$ cat config.mk
export PLATFORM = sky130hd
export DESIGN_NAME = t03_horizontal_timing_flat
export DESIGN_NICKNAME = d
export VERILOG_FILES = /design/src/rtl/t03_display_pkg.sv /design/src/rtl/t03_horizontal_timing_if.sv /design/src/rtl/t03_horizontal_timing.sv /design/src/flat_wrapper.sv
export SDC_FILE = /design/constraint.sdc
export NUM_CORES = 1
export LEC_CHECK = 0
export CAP_MARGIN = 20
export CORE_ASPECT_RATIO = 0.8
export CORE_MARGIN = 10
export CORE_UTILIZATION = 55
export DETAILED_ROUTE_END_ITERATION = 8
export PLACE_DENSITY = 0.85
export SLEW_MARGIN = 20
export SYNTH_ARGS = -nofsm -noshare
export SYNTH_HDL_FRONTEND = slang
export SYNTH_SLANG_ARGS = --single-unit
$ cat constraint.sdc
create_clock -name clk -period 4.32 [get_ports clk]
set_input_delay 0.864 -clock clk [delete_from_list [all_inputs] [get_ports clk]]
set_output_delay 0.864 -clock clk [all_outputs]
set_load 0.01 [all_outputs]
$ cat src/rtl/t03_display_pkg.sv
// Shared display-path types and default 800x600@72 Hz timing constants.
// Provides the horizontal phase enum and the phase-length lookup.
package t03_display_pkg;

    localparam int CNT_W = 11;

    // 800x600@72 Hz, 50 MHz pixel clock: 1040 pixels x 666 lines
    localparam int H_ACTIVE_DEF = 800;
    localparam int H_FP_DEF     = 56;
    localparam int H_SYNC_DEF   = 120;
    localparam int H_BP_DEF     = 64;

    localparam int V_ACTIVE_DEF = 600;
    localparam int V_FP_DEF     = 37;
    localparam int V_SYNC_DEF   = 6;
    localparam int V_BP_DEF     = 23;

    typedef enum logic [1:0] {
        PH_ACTIVE = 2'd0,
        PH_FP     = 2'd1,
        PH_SYNC   = 2'd2,
        PH_BP     = 2'd3
    } h_phase_t;

    // Last offset (length-1) of a phase
    function automatic logic [CNT_W-1:0] phase_last(
        h_phase_t p, int a, int fp, int s, int bp);
        int n;
        n = a;
        unique case (p)
            PH_ACTIVE: n = a;
            PH_FP:     n = fp;
            PH_SYNC:   n = s;
            PH_BP:     n = bp;
        endcase
        return CNT_W'(n - 1);
    endfunction

endpackage

$ cat src/rtl/t03_horizontal_timing_if.sv
// Horizontal timing bundle: pixel strobe/clear in, position and sync out.
// master = consumer/driver of en and clear, slave = timing generator.
interface t03_horizontal_timing_if;
    import t03_display_pkg::*;

    logic             en;
    logic             clear;
    logic [CNT_W-1:0] Hcnt;
    logic             tc;
    logic             hsync;
    logic             h_active;
    h_phase_t         h_phase;

    modport master (
        output en, clear,
        input  Hcnt, tc, hsync, h_active, h_phase
    );

    modport slave (
        input  en, clear,
        output Hcnt, tc, hsync, h_active, h_phase
    );
endinterface

$ cat src/rtl/t03_horizontal_timing.sv
// Horizontal timing stage: pixel counter, phase FSM, hsync/blank, line tc.
// Ports: clk, nrst (sync active-low), bus (slave: en/clear in, Hcnt/tc/hsync/h_active/h_phase out).
module t03_horizontal_timing
    import t03_display_pkg::*;
#(
    parameter int   H_ACTIVE  = H_ACTIVE_DEF,
    parameter int   H_FP      = H_FP_DEF,
    parameter int   H_SYNC    = H_SYNC_DEF,
    parameter int   H_BP      = H_BP_DEF,
    parameter logic HSYNC_POL = 1'b1
) (
    input  logic                    clk,
    input  logic                    nrst,
    t03_horizontal_timing_if.slave  bus
);

    localparam int H_TOTAL = H_ACTIVE + H_FP + H_SYNC + H_BP;
    localparam logic [CNT_W-1:0] H_LAST = CNT_W'(H_TOTAL - 1);

    if (H_TOTAL > 2047 || H_ACTIVE < 1 || H_FP < 1 ||
        H_SYNC < 1 || H_BP < 1) begin : g_bad_cfg
        $error("t03_horizontal_timing: illegal horizontal timing");
    end

    logic [CNT_W-1:0] hcnt_q, hcnt_d;
    logic [CNT_W-1:0] phase_cnt_q, phase_cnt_d;
    h_phase_t         state_q, state_d;
    logic             hsync_q, hsync_d;
    logic             h_active_q, h_active_d;

    always_comb begin
        hcnt_d      = hcnt_q;
        phase_cnt_d = phase_cnt_q;
        state_d     = state_q;
        hsync_d     = hsync_q;
        h_active_d  = h_active_q;
        if (bus.clear) begin
            hcnt_d      = '0;
            phase_cnt_d = '0;
            state_d     = PH_ACTIVE;
            hsync_d     = ~HSYNC_POL;
            h_active_d  = 1'b1;
        end else if (bus.en) begin
            hcnt_d = (hcnt_q == H_LAST) ? '0 : hcnt_q + 1'b1;
            if (phase_cnt_q == phase_last(state_q, H_ACTIVE, H_FP,
                                          H_SYNC, H_BP)) begin
                phase_cnt_d = '0;
                state_d     = h_phase_t'(state_q + 2'd1);
            end else begin
                phase_cnt_d = phase_cnt_q + 1'b1;
            end
            // Decoded from next state so outputs line up with Hcnt
            hsync_d    = (state_d == PH_SYNC) ? HSYNC_POL : ~HSYNC_POL;
            h_active_d = (state_d == PH_ACTIVE);
        end
    end

    always_ff @(posedge clk) begin
        if (!nrst) begin
            hcnt_q      <= '0;
            phase_cnt_q <= '0;
            state_q     <= PH_ACTIVE;
            hsync_q     <= ~HSYNC_POL;
            h_active_q  <= 1'b1;
        end else begin
            hcnt_q      <= hcnt_d;
            phase_cnt_q <= phase_cnt_d;
            state_q     <= state_d;
            hsync_q     <= hsync_d;
            h_active_q  <= h_active_d;
        end
    end

    assign bus.Hcnt     = hcnt_q;
    assign bus.tc       = (hcnt_q == H_LAST) && bus.en && !bus.clear;
    assign bus.hsync    = hsync_q;
    assign bus.h_active = h_active_q;
    assign bus.h_phase  = state_q;

endmodule

$ cat src/flat_wrapper.sv
// flat-port wrapper written by rule: the top's interface ports become plain ports
module t03_horizontal_timing_flat import t03_display_pkg::*;
#(
    parameter int   H_ACTIVE  = H_ACTIVE_DEF,
    parameter int   H_FP      = H_FP_DEF,
    parameter int   H_SYNC    = H_SYNC_DEF,
    parameter int   H_BP      = H_BP_DEF,
    parameter logic HSYNC_POL = 1'b1
)
  (clk, nrst, bus_en, bus_clear, bus_Hcnt, bus_tc, bus_hsync, bus_h_active, bus_h_phase);
  t03_horizontal_timing_if bus_i ();
  input  logic clk;
  input  logic nrst;
  input wire logic [$bits(bus_i.en)-1:0] bus_en;
  input wire logic [$bits(bus_i.clear)-1:0] bus_clear;
  output wire logic [$bits(bus_i.Hcnt)-1:0] bus_Hcnt;
  output wire logic [$bits(bus_i.tc)-1:0] bus_tc;
  output wire logic [$bits(bus_i.hsync)-1:0] bus_hsync;
  output wire logic [$bits(bus_i.h_active)-1:0] bus_h_active;
  output wire logic [$bits(bus_i.h_phase)-1:0] bus_h_phase;
  assign bus_i.en = bus_en;
  assign bus_i.clear = bus_clear;
  assign bus_Hcnt = bus_i.Hcnt;
  assign bus_tc = bus_i.tc;
  assign bus_hsync = bus_i.hsync;
  assign bus_h_active = bus_i.h_active;
  assign bus_h_phase = bus_i.h_phase;
  t03_horizontal_timing #(.H_ACTIVE(H_ACTIVE), .H_FP(H_FP), .H_SYNC(H_SYNC), .H_BP(H_BP), .HSYNC_POL(HSYNC_POL)) u_core (.clk(clk), .nrst(nrst), .bus(bus_i));
endmodule
==> impl_metrics.py, run 1 <==
metrics = {
    "clocking": {
        "tritoncts": "done",
        "clock-root-buffer": "clkbuf_4",
        "clock_latency_ns": 0.32,
        "clk_pin_slew_ns": 0.11,
        "post-cts-setup-buffers": 0,
        "htree_levels": 1,
        "clock-sinks": 26,
        "numCtsBuffers": 3,
        "cts-hold-fix-buffers": 0,
        "cts_resized": 0,
        "clockBufferDepth": 2,
    },
    "timing": {
        "fmax_ghz": 0.294,
        "tightest_slew_ns": 0.425,
        "slew_violations": 0,
        "min_period_ns": 3.40,
        "relSlewSlack": 0.714,
        "setup-tns-final_ns": 0,
        "finalSetupViolations": 0,
        "hold_violations": 0,
        "rsz0062_at_grt": "false",
        "finalCritPeriodShare": 0.786,
        "skew_ns": 0.0185,
        "fin_ws_ns": 0.924,
    },
    "die": {
        "fp.dieArea_sq_um": 4990,
        "ioPinCount": 20,
        "core_region_area_sq_um": 2440,
        "fp-row-count": 16,
        "die_x_um": 76.5,
        "initial_core_util": 0.575,
        "die_h_um": 65.2,
    },
    "run": {
        "cap_violations": 0,
    },
    "grt": {
        "antenna_found_initial": 0,
        "grt.total_usage": 0.136,
        "grt-ovfl-total": 0,
        "grt_max_degree": 16,
        "grt_pass1_vias": 1216,
        "grt_pass1_wl_mm": 5.72,
    },
    "hold_path": {
        "min_path_type": "register to register",
    },
    "critical_path": {
        "cp_slowest_cell": "clkdlybuf4s50_1",
        "path_class": "primary input to output port",
        "path_common_cell": "clkdlybuf4s50_1",
        "cp-end-kind": "output port",
        "critPathMaxFanout": 15,
        "crit_required_ns": 3.46,
        "path_cells": "clkdlybuf4s50_1 -> buf_4 -> and3_1 -> nand2_1 -> nor2_1 -> clkdlybuf4s50_1",
        "arrival_ns": 2.53,
        "worstSetupStartpointType": "primary input",
        "critPathMaxStageDelay_ns": 0.54,
    },
    "detailed_routing": {
        "via_per_inst": 5.83,
        "drt-wirelength-per-cell_um": 15.1,
        "wl_mm": 3.30,
        "drt_iter0_markers": 131,
        "drc": 0,
        "vias": 1276,
        "dr.pass1.iters": 4,
        "ant_nets": 0,
    },
    "layout": {
        "layout_common_cells": "dfxtp_1, nor2_1, clkdlybuf4s50_1, nand2_1, nand3_1",
        "n_fill_cell": 212,
        "drive_gt1_frac": 0.0710,
        "antennaDiodeCount": 0,
        "area_delta_synth_final_pct": 17.6,
        "finalInstanceArea_sq_um": 1650,
        "fin_nets": 197,
        "final_cells": 219,
        "final_common_cell": "dfxtp_1",
    },
    "place": {
        "finalWeightedCongestion": 0.870,
        "dpl.cell_count": 216,
        "dp.final_hpwl_mm": 2.55,
        "dpl_cell_area_sq_um": 1630,
        "numPortBuffers": 19,
        "dp_slack_ns": 0.937,
    },
    "yosys": {
        "ys_ff_latch": 26,
        "ys_types": 33,
        "ys.warnings.count": 0,
        "synthCells": 164,
        "synth_nets": 176,
        "yosysSeqAreaShare": 0.371,
        "syn_area_sq_um": 1400,
        "syn_avg_cell_area_sq_um": 8.56,
    },
    "power_and_ir_drop": {
        "max-vdd-ir-drop_v": 0.000222,
        "leakage_nw": 0.561,
        "total_power_w": 0.000361,
        "power_density_nw_per_um2": 219,
    },
    "outcome": {
        "status": "finished, final reports clean",
    },
}
-- metal layers --
layer | up-vias | global-route usage | part of all wire
li1 | 612 | - | -
met5 | - | 0 | 0
met3 | 6 | 0.0421 | 0.062
met2 | 45 | 0.219 | 0.48
met1 | 613 | 0.167 | 0.44
met4 | 0 | 0.0509 | 0.019
-- cell families (layout without fill, tap and decap cells) --
kind of cell    count (synthesis)  in the layout  synth area share
simple gates                   79             79             0.299
flops                          26             26             0.371
compound gates                 23             23             0.110
xor+xnor                       19             19             0.119
fa+ha+maj                       8              8            0.0713
buf+inv                         8             27            0.0232
mux                             1              1           0.00713
-- final cells by class --
cell class,count,area [sq um],share of cell area
clock buffers,3,22.5,0.0136
inverters,4,15.0,0.00909
multi-input cells,130,851,0.515
flip-flops and latches,26,520,0.315
well taps,36,45.0,0.0273
repair buffers,20,198,0.120
-- through the flow --
step           utilization  hold WS, ns
6_report             0.676        0.494
5_1_grt              0.676        0.531
4_1_cts              0.676        0.497
3_5_place_dp         0.667        0.480
3_3_place_gp         0.667        0.466
2_1_floorplan            -        0.458
-- cells in the mapped netlist --
cell,count,area share
or3_2,1,0.0053
nand4_2,1,0.0089
inv_1,4,0.011
or4_1,2,0.011
a2111oi_0,1,0.0062
xnor2_1,8,0.050
nand4b_1,1,0.0062
nand2b_1,1,0.0045
nand2_1,14,0.037
nor4_1,1,0.0045
nand4_1,7,0.031
mux2i_1,1,0.0071
nand2b_4,1,0.0098
buf_2,2,0.0071
o21ai_2,1,0.0062
nor2_1,24,0.064
and4_1,1,0.0062
xor2_1,11,0.069
o21ai_1,1,0.0036
ha_1,8,0.071
nor3_1,1,0.0036
clkbuf_1,2,0.0053
a31oi_1,3,0.013
nor2b_1,3,0.013
a21oi_1,9,0.032
or3_4,2,0.016
dfxtp_1,26,0.37
nand3_1,12,0.043
and3_1,6,0.027
o21ai_0,6,0.021
o21ba_2,1,0.0071
a2111oi_4,1,0.020
and4_4,1,0.0080
-- sequential cells by signal, indices dropped and copies added (netlist names) --
register,count
u_core.bus.h_active,1
u_core.phase_cnt_q,11
u_core.bus.hsync,1
u_core.bus.Hcnt,11
u_core.bus.h_phase,2
-- power by group --
group	internal, W	total (W)	leakage [nW]	switching [W]
Sequential	0.000242	0.000243	0.210	0.00000183
Clock	0.0000327	0.0000980	0.0138	0.0000653
Combinational	0.00000846	0.0000197	0.337	0.0000113
Total	0.000283	0.000361	0.561	0.0000784
-- path summary, 6_finish.rpt --
kind	slack, ns	start	cells past startpoint	end
hold / removal	0.49	u_core.phase_cnt_q[1]	2	u_core.phase_cnt_q[1]
hold reg to reg	0.49	u_core.phase_cnt_q[1]	2	u_core.phase_cnt_q[1]
setup / recovery	0.92	bus_en	6	bus_tc
setup reg to reg	1.80	u_core.bus.h_phase[0]	7	u_core.phase_cnt_q[8]
-- worst max-delay path, delay by kind of cell --
kind	cells	cell delay (ns)
buf+inv	3	1.19
simple gates	3	0.48
(Power assumes the default switching activity.)
==> run 2, diff against run 1 <==
--- a/config.mk
+++ b/config.mk
@@ -8,9 +8,9 @@
 export CAP_MARGIN = 20
 export CORE_ASPECT_RATIO = 0.8
 export CORE_MARGIN = 10
-export CORE_UTILIZATION = 55
+export CORE_UTILIZATION = 48
 export DETAILED_ROUTE_END_ITERATION = 8
-export PLACE_DENSITY = 0.85
+export PLACE_DENSITY = 0.79
 export SLEW_MARGIN = 20
 export SYNTH_ARGS = -nofsm -noshare
 export SYNTH_HDL_FRONTEND = slang
==> constraint.sdc (replaced) <==
create_clock -name clk -period 2.95 [get_ports clk]
set_input_delay 0.59 -clock clk [delete_from_list [all_inputs] [get_ports clk]]
set_output_delay 0.59 -clock clk [all_outputs]
set_load 0.01 [all_outputs]
==> impl_metrics.py, run 2 (synthesized netlist as in run 1, its figures left out) <==
metrics = {
    "outcome": {
        "status": "finished, final reports clean",
    },
    "critical_path": {
        "path_cells": "or4_1 -> nor4_2 -> nand2_1 -> nor2_1 -> clkdlybuf4s50_1",
        "path_class": "register to output port",
        "arrival_ns": 2.19,
        "critPathMaxFanout": 6,
        "cp_top_family": "simple AND/OR/NAND/NOR gates",
        "cp-end-kind": "output port",
        "critPathMaxStageDelay_ns": 0.56,
        "worstSetupStartpointType": "register",
        "cp_slowest_cell": "or4_1",
        "crit_required_ns": 2.36,
        "path_buf_inv": 1,
    },
    "detailed_routing": {
        "wl_mm": 3.30,
        "drc": 0,
        "drt_iter0_markers": 60,
        "via_per_inst": 5.47,
        "ant_nets": 0,
        "drt-wirelength-per-cell_um": 14.9,
        "dr.pass1.iters": 4,
        "vias": 1214,
    },
    "layout": {
        "final_util": 0.613,
        "drive_gt1_frac": 0.0815,
        "n_fill_cell": 231,
        "final_common_cell": "dfxtp_1",
        "area_delta_synth_final_pct": 21.7,
        "multiInputGateArea_sq_um": 857,
        "layout_common_cells": "dfxtp_1, nor2_1, clkdlybuf4s50_1, nand2_1, nand3_1",
        "fin_nets": 197,
        "seqCellArea_sq_um": 520,
        "antennaDiodeCount": 0,
    },
    "clocking": {
        "clock-root-buffer": "clkbuf_8",
        "htree_levels": 1,
        "numCtsBuffers": 3,
        "tritoncts": "done",
        "post-cts-setup-buffers": 0,
        "clock-sinks": 26,
        "clock_latency_ns": 0.27,
        "clockBufferDepth": 2,
        "clk_pin_slew_ns": 0.10,
    },
    "die": {
        "core_region_area_sq_um": 2790,
        "die_h_um": 68.4,
        "fp-row-count": 17,
        "ioPinCount": 20,
        "fp.dieArea_sq_um": 5500,
        "die_x_um": 80.5,
        "initial_core_util": 0.504,
    },
    "timing": {
        "rsz0062_at_grt": "false",
        "finalCritPeriodShare": 0.944,
        "relSlewSlack": 0.695,
        "skew_ns": 0.00678,
        "hold_violations": 0,
        "fmax_ghz": 0.359,
        "min_period_ns": 2.78,
        "finalSetupViolations": 0,
        "setup-tns-final_ns": 0,
        "tightest_slew_ns": 0.457,
        "slew_violations": 0,
        "fin_ws_ns": 0.166,
        "whs_ns": 0.502,
    },
    "grt": {
        "grt-ovfl-total": 0,
        "antenna_found_initial": 0,
        "grt_max_degree": 16,
        "grt.total_usage": 0.125,
        "grt_pass1_wl_mm": 5.49,
        "grt_pass1_vias": 1136,
    },
    "power_and_ir_drop": {
        "leakage_nw": 0.584,
        "max-vdd-ir-drop_v": 0.000287,
        "power_density_nw_per_um2": 399,
        "total_power_w": 0.000683,
    },
    "place": {
        "numPortBuffers": 19,
        "dp_slack_ns": 0.268,
        "finalWeightedCongestion": 0.874,
        "dp.final_hpwl_mm": 2.43,
    },
    "hold_path": {
        "min_path_type": "register to register",
    },
    "run": {
        "cap_violations": 0,
    },
}
[run 2: changes by cell type in the layout (fill, tap and decap cells not counted), sizes merged]
cell    previous run  this run
bufinv             0         1
[run 2: worst paths after layout]
kind	to	depth (start not counted)	slack [ns]	startpoint
hold reg to reg	u_core.phase_cnt_q[1]	2	0.50	u_core.phase_cnt_q[1]
setup reg to reg	u_core.phase_cnt_q[5]	7	0.47	u_core.bus.h_phase[0]
hold / removal	u_core.phase_cnt_q[1]	2	0.50	u_core.phase_cnt_q[1]
setup / recovery	bus_tc	5	0.17	u_core.bus.Hcnt[4]
[run 2: final cells by class]
class	count	area share
Clock buffer	3	0.0242
Clock inverter	1	0.0176
Inverter	4	0.00878
Multi-Input combinational cell	130	0.501
Sequential cell	26	0.305
Tap cell	38	0.0278
Timing Repair Buffer	20	0.116
[run 2: per-stage QoR]
| step | instances | cell area [sq um] |
|---|---|---|
| 3_3_place_gp | 218 | 1630 |
| 5_1_grt | 222 | 1710 |
| 4_1_cts | 222 | 1700 |
| 6_report | 222 | 1710 |
| 2_1_floorplan | 164 | 1400 |
| 3_5_place_dp | 218 | 1630 |
[run 2: worst register-to-register path, cell delays in order, from the launching register on]
cell       delay (ns)
dfxtp_1          0.44
inv_1            0.18
ha_1             0.26
or3_4            0.35
a2111oi_4        0.45
nand4_2          0.29
o21ai_2          0.32
nor2_1           0.09
[run 2: layer usage]
| layer | track usage | vias to the layer above | routed length, um |
|---|---|---|---|
| li1 | - | 611 | - |
| met1 | 0.157 | 571 | 1570 |
| met3 | 0.0340 | 6 | 167 |
| met5 | 0 | - | 0 |
| met2 | 0.200 | 26 | 1500 |
| met4 | 0.0482 | 0 | 63 |
[run 2: power by group]
part           internal (W)  switching, W  total [W]
clock network      0.000182      0.000116   0.000297
registers          0.000353    0.00000240   0.000356
logic             0.0000125     0.0000173  0.0000298
total              0.000547      0.000135   0.000683
[run 2: what timing repair did]
| action | 4_1_cts | 5_1_grt |
|---|---|---|
| hold buffers | 0 | 0 |
| resized for setup | 0 | 1 |
| setup endpoints to repair | 0 | 1 |
| hold endpoints to repair | 0 | 0 |
